File: src/rtl/carry_lookahead_adder.sv
// Registered WIDTH-bit carry look-ahead adder: 4-bit groups, then a three-level look-ahead tree
// (groups, groups of groups, top). Block-level group generate/propagate are exported for cascading.
module carry_lookahead_adder #(
    parameter int WIDTH = 4
) (
    input  logic             clk,
    input  logic             rst,
    input  logic             in_valid,
    input  logic [WIDTH-1:0] a,
    input  logic [WIDTH-1:0] b,
    input  logic             cin,
    output logic [WIDTH-1:0] sum,
    output logic             carry,
    output logic             out_valid,
    output logic             grp_g,
    output logic             grp_p
);

    localparam int NBITS = 64;
    localparam int NGRP  = NBITS / 4;
    localparam int NSUP  = NGRP / 4;

    if ((WIDTH % 4) != 0 || WIDTH < 4 || WIDTH > 64) begin : g_bad_width
        $error("carry_lookahead_adder: WIDTH must be a multiple of 4 in 4..64");
    end

    // Carries into positions 0..3 of a 4-wide look-ahead cell (position 0 is the cell carry-in).
    function automatic logic [3:0] la_carries(input logic [3:0] g, input logic [3:0] p,
                                              input logic c0);
        logic [3:0] c;
        c[0] = c0;
        c[1] = g[0] | (p[0] & c0);
        c[2] = g[1] | (p[1] & g[0]) | (p[1] & p[0] & c0);
        c[3] = g[2] | (p[2] & g[1]) | (p[2] & p[1] & g[0]) | (p[2] & p[1] & p[0] & c0);
        return c;
    endfunction

    function automatic logic la_gen(input logic [3:0] g, input logic [3:0] p);
        return g[3] | (p[3] & g[2]) | (p[3] & p[2] & g[1]) | (p[3] & p[2] & p[1] & g[0]);
    endfunction

    logic [NBITS-1:0] g_pad;
    logic [NBITS-1:0] p_pad;
    logic [NBITS-1:0] c_bit;
    logic [NGRP-1:0]  gg1;
    logic [NGRP-1:0]  gp1;
    logic [NGRP-1:0]  c_grp;
    logic [NSUP-1:0]  gg2;
    logic [NSUP-1:0]  gp2;
    logic [NSUP-1:0]  c_sup;
    logic             top_g;
    logic             top_p;

    // Unused upper bits act as pure propagate (g=0, p=1), so they never alter the real carries
    // and leave the block-level generate/propagate equal to those of the real WIDTH bits.
    always_comb begin
        g_pad              = '0;
        p_pad              = '1;
        g_pad[WIDTH-1:0]   = a & b;
        p_pad[WIDTH-1:0]   = a ^ b;
    end

    for (genvar j = 0; j < NGRP; j++) begin : g_grp
        assign gg1[j]         = la_gen(g_pad[4*j +: 4], p_pad[4*j +: 4]);
        assign gp1[j]         = &p_pad[4*j +: 4];
        assign c_bit[4*j +: 4] = la_carries(g_pad[4*j +: 4], p_pad[4*j +: 4], c_grp[j]);
    end

    for (genvar k = 0; k < NSUP; k++) begin : g_sup
        assign gg2[k]          = la_gen(gg1[4*k +: 4], gp1[4*k +: 4]);
        assign gp2[k]          = &gp1[4*k +: 4];
        assign c_grp[4*k +: 4] = la_carries(gg1[4*k +: 4], gp1[4*k +: 4], c_sup[k]);
    end

    assign top_g = la_gen(gg2, gp2);
    assign top_p = &gp2;
    assign c_sup = la_carries(gg2, gp2, cin);

    logic unused_carries;
    assign unused_carries = ^c_bit;

    logic [WIDTH-1:0] sum_d, sum_q;
    logic             carry_d, carry_q;
    logic             grp_g_q, grp_p_q, valid_q;

    assign sum_d   = p_pad[WIDTH-1:0] ^ c_bit[WIDTH-1:0];
    assign carry_d = top_g | (top_p & cin);

    // NOTE: state uses non-blocking assignments so every register samples pre-edge values.
    always_ff @(posedge clk) begin
        if (rst) begin
            sum_q   <= '0;
            carry_q <= 1'b0;
            grp_g_q <= 1'b0;
            grp_p_q <= 1'b0;
            valid_q <= 1'b0;
        end else begin
            sum_q   <= sum_d;
            carry_q <= carry_d;
            grp_g_q <= top_g;
            grp_p_q <= top_p;
            valid_q <= in_valid;
        end
    end

    assign sum       = sum_q;
    assign carry     = carry_q;
    assign grp_g     = grp_g_q;
    assign grp_p     = grp_p_q;
    assign out_valid = valid_q;

endmodule

File: config.mk
export PLATFORM = sky130hd
export DESIGN_NAME = carry_lookahead_adder
export DESIGN_NICKNAME = d
export VERILOG_FILES = /design/src/rtl/carry_lookahead_adder.sv
export SDC_FILE = /design/constraint.sdc
export NUM_CORES = 1
export LEC_CHECK = 0
export CAP_MARGIN = 20
export CELL_PAD_IN_SITES_DETAIL_PLACEMENT = 1
export CELL_PAD_IN_SITES_GLOBAL_PLACEMENT = 1
export CORE_MARGIN = 2
export CORE_UTILIZATION = 24
export CTS_CLUSTER_SIZE = 12
export DETAILED_ROUTE_END_ITERATION = 8
export PLACE_DENSITY = 0.77
export SYNTH_ARGS = -nofsm -noshare
export SYNTH_HDL_FRONTEND = slang
export SYNTH_SLANG_ARGS = --single-unit
File: constraint.sdc
create_clock -name clk -period 1.4 [get_ports clk]
set_input_delay 0.28 -clock clk [delete_from_list [all_inputs] [get_ports clk]]
set_output_delay 0.28 -clock clk [all_outputs]
set_load 0.005 [all_outputs]
==> reports/results.tsv <==
stage	metric	value	unit
yosys	synth_cell_types	19	
clocking	numCtsBuffers	3	
clocking	cts-htree-levels	1	
routing	wl_per_cell	12.9	µm
clocking	clk_path_buf_depth	2	
worst_hold_path	hold_path.class	in2reg	
routing	met1_length	359	µm
timing	rsz0062_at_grt	no	
power_and_ir_drop	peakVddDrop	0.317	mV
timing	fmaxAchievable	733	MHz
global_route	antenna_found_initial	0	
routing	ant_nets	0	
layout	n_fill_cell	175	
global_route	grt_max_degree	7	
outcome	outcome	completed	
routing	wl_met3	83	µm
routing	drtIter0Drc	1	
worst_setup_path	setup.worst_path.class	reg2out	
timing	relSlewSlack	84.3	%
worst_setup_path	cp_slowest_cell	clkdlybuf4s50_1	
worst_setup_path	worstPathMaxFanout	1	
worst_setup_path	cp_num_buf_inv	1	
yosys	syn_area_per_cell	10.4	µm²
clocking	clk_pin_slew	0.05	ns
job	maxCapViolations	0	
timing	finalMaxSlewViolations	0	
yosys	synth_nets	55	
floorplan	ios	20	
power_and_ir_drop	powerDensity	891	nW/µm²
floorplan	die_x	44.5	µm
worst_setup_path	cp.arrival	1.08	ns
timing	hold_violations	0	
routing	wl_met2	565	µm
global_route	grt_pass1_wl	1710	µm
floorplan	initial_utilization	25.9	%
global_route	track_usage	13.3	%
worst_setup_path	start_kind	flop	
timing	min_period	1.36	ns
layout	antenna_cells	0	
global_route	grt_pass1_vias	412	
worst_setup_path	critPathLaunch	sum[2]$_SDFF_PP0_	
timing	worst_hold_slack	0.576	ns
worst_setup_path	path_depth	1	
floorplan	design.die.area	1980	µm²
clocking	cts-root-buf	clkbuf_4	
power_and_ir_drop	power.leakage	0.000327	µW
floorplan	core-area	1520	µm²
worst_setup_path	cp-endpoint	sum[2]	
timing	fin_crit_sh	97.5	%
placement	placedCellCount	78	
floorplan	die_h	44.5	µm
worst_setup_path	slowest_delay	0.50	ns
layout	instances_no_fill	82	
yosys	syn_area	394	µm²
routing	vias	389	
timing	worstMarginPinSlew	0.234	ns
floorplan	rows	14	
routing	drtPass1Iterations	3	
yosys	yosysWarnings	0	
worst_setup_path	worstPathCellList	clkdlybuf4s50_1	
clocking	cts_hold_buf	0	
placement	globalplace.congestion	0.726	
clocking	cts.sinks	8	
yosys	syn_inst	38	
global_route	gr-total-overflow	0	
placement	hpwl	801	µm
placement	portBuffers	19	
yosys	synth.ff_latch_count	8	
routing	route.top_layer_used	met4	
layout	drive_gt1_share	28.8	%
layout	nets	85	
worst_setup_path	critPathTopFamily	buffers and inverters	
yosys	ys_seq_area_share	40.6	%
worst_setup_path	end_kind	output pin	
worst_setup_path	critPathRequiredTime	1.12	ns
power_and_ir_drop	design_power_total	637	µW
clocking	cts_tree	built	
layout	final_util	47.0	%
routing	viasPerCell	4.74	
layout	area_delta_synth_final	81.6	%
routing	wirelength	1060	µm
routing	drc	0	
timing	setup_viol	0	
==> Yosys cell counts, drive strengths merged <==
library cell	n	area (µm²)
mux2	2	26.3
nand3	2	15.0
inv	4	15.0
nand4	1	6.26
ha	4	50.1
nor2b	3	18.8
buf	1	5.00
xor2	1	8.76
and4	1	8.76
nor2	4	15.0
a21oi	3	18.8
fa	1	20.0
dfxtp	8	160
a21bo	1	10.0
a21o	1	7.51
o2bb2ai	1	8.76
==> sequential cells by signal, indices dropped and copies added, names as in the netlist <==
| name | flops |
|---|---|
| out_valid | 1 |
| sum | 4 |
| grp_g | 1 |
| grp_p | 1 |
| carry | 1 |
==> power breakdown <==
part           switching (µW)  internal (µW)  leakage, µW  total [µW]
Combinational            73.1            130     0.000247         203
Sequential               5.95            249    0.0000664         255
Clock                    81.1           98.2    0.0000138         179
==> repair_timing <==
item,in CTS,in global routing
pin swaps,4,4
hold endpoints to repair,0,0
gates resized for setup,10,2
buffers inserted,1,0
endpoints found under the setup margin,3,1
==> stage by stage <==
| stage | setup TNS, ns | cell area (µm²) | worst slack, ns |
|---|---|---|---|
| detailed placement | -1.73 | 644 | -0.435 |
| global route | 0 | 716 | 0.0105 |
| floorplan | 0 | 394 | 0.0652 |
| global placement | -1.60 | 644 | -0.387 |
| CTS | 0 | 708 | 0.00191 |
| finish | 0 | 716 | 0.0354 |
==> layout by cell type, fill, tap and decap left out, types with 2 or more instances in the layout <==
cell type        synthesis  final
clkdlybuf4s50_1          0     13
dfxtp_1                  8      8
buf_4                    0      7
dlygate4sd2_1            0      5
inv_1                    4      4
nor2_1                   4      4
nor2b_1                  3      3
clkbuf_4                 0      3
mux2_4                   1      2
nand3_2                  1      2
ha_1                     4      2
ha_4                     0      2
==> final cells by class <==
class	count	area [µm²]	area share (%)
repair buffers	26	239	33.4
well taps	16	20.0	2.80
clock buffers	3	22.5	3.15
multi-input cells	25	259	36.2
flip-flops and latches	8	160	22.4
inverters	4	15.0	2.10
==> per-layer routing <==
metal	up-vias	global-route usage [%]
met1	177	12.1
met2	19	20.6
met4	0	17.0
li1	188	-
met5	-	0
met3	5	4.49
==> worst min path at each step <==
stage / from / endpoint / cells past startpoint
2_1_floorplan: in_valid / out_valid$_SDFF_PP0_ / 1
3_3_place_gp: in_valid / out_valid$_SDFF_PP0_ / 2
3_5_place_dp: in_valid / out_valid$_SDFF_PP0_ / 2
4_1_cts: b[0] / sum[0]$_SDFF_PP0_ / 4
5_1_grt: a[1] / sum[2]$_SDFF_PP0_ / 4
6_report: b[0] / sum[0]$_SDFF_PP0_ / 4
==> cells by family (layout without fill, tap and decap cells) <==
logic type | count (synthesis) | after routing | synth area share [%]
flops | 8 | 8 | 40.6
simple gates | 11 | 11 | 16.2
xor+xnor | 1 | 1 | 2.22
compound gates | 6 | 6 | 11.4
fa+ha+maj | 5 | 5 | 17.8
buf+inv | 5 | 33 | 5.08
mux | 2 | 2 | 6.67
Note: power is estimated with default switching activity, not from simulation.
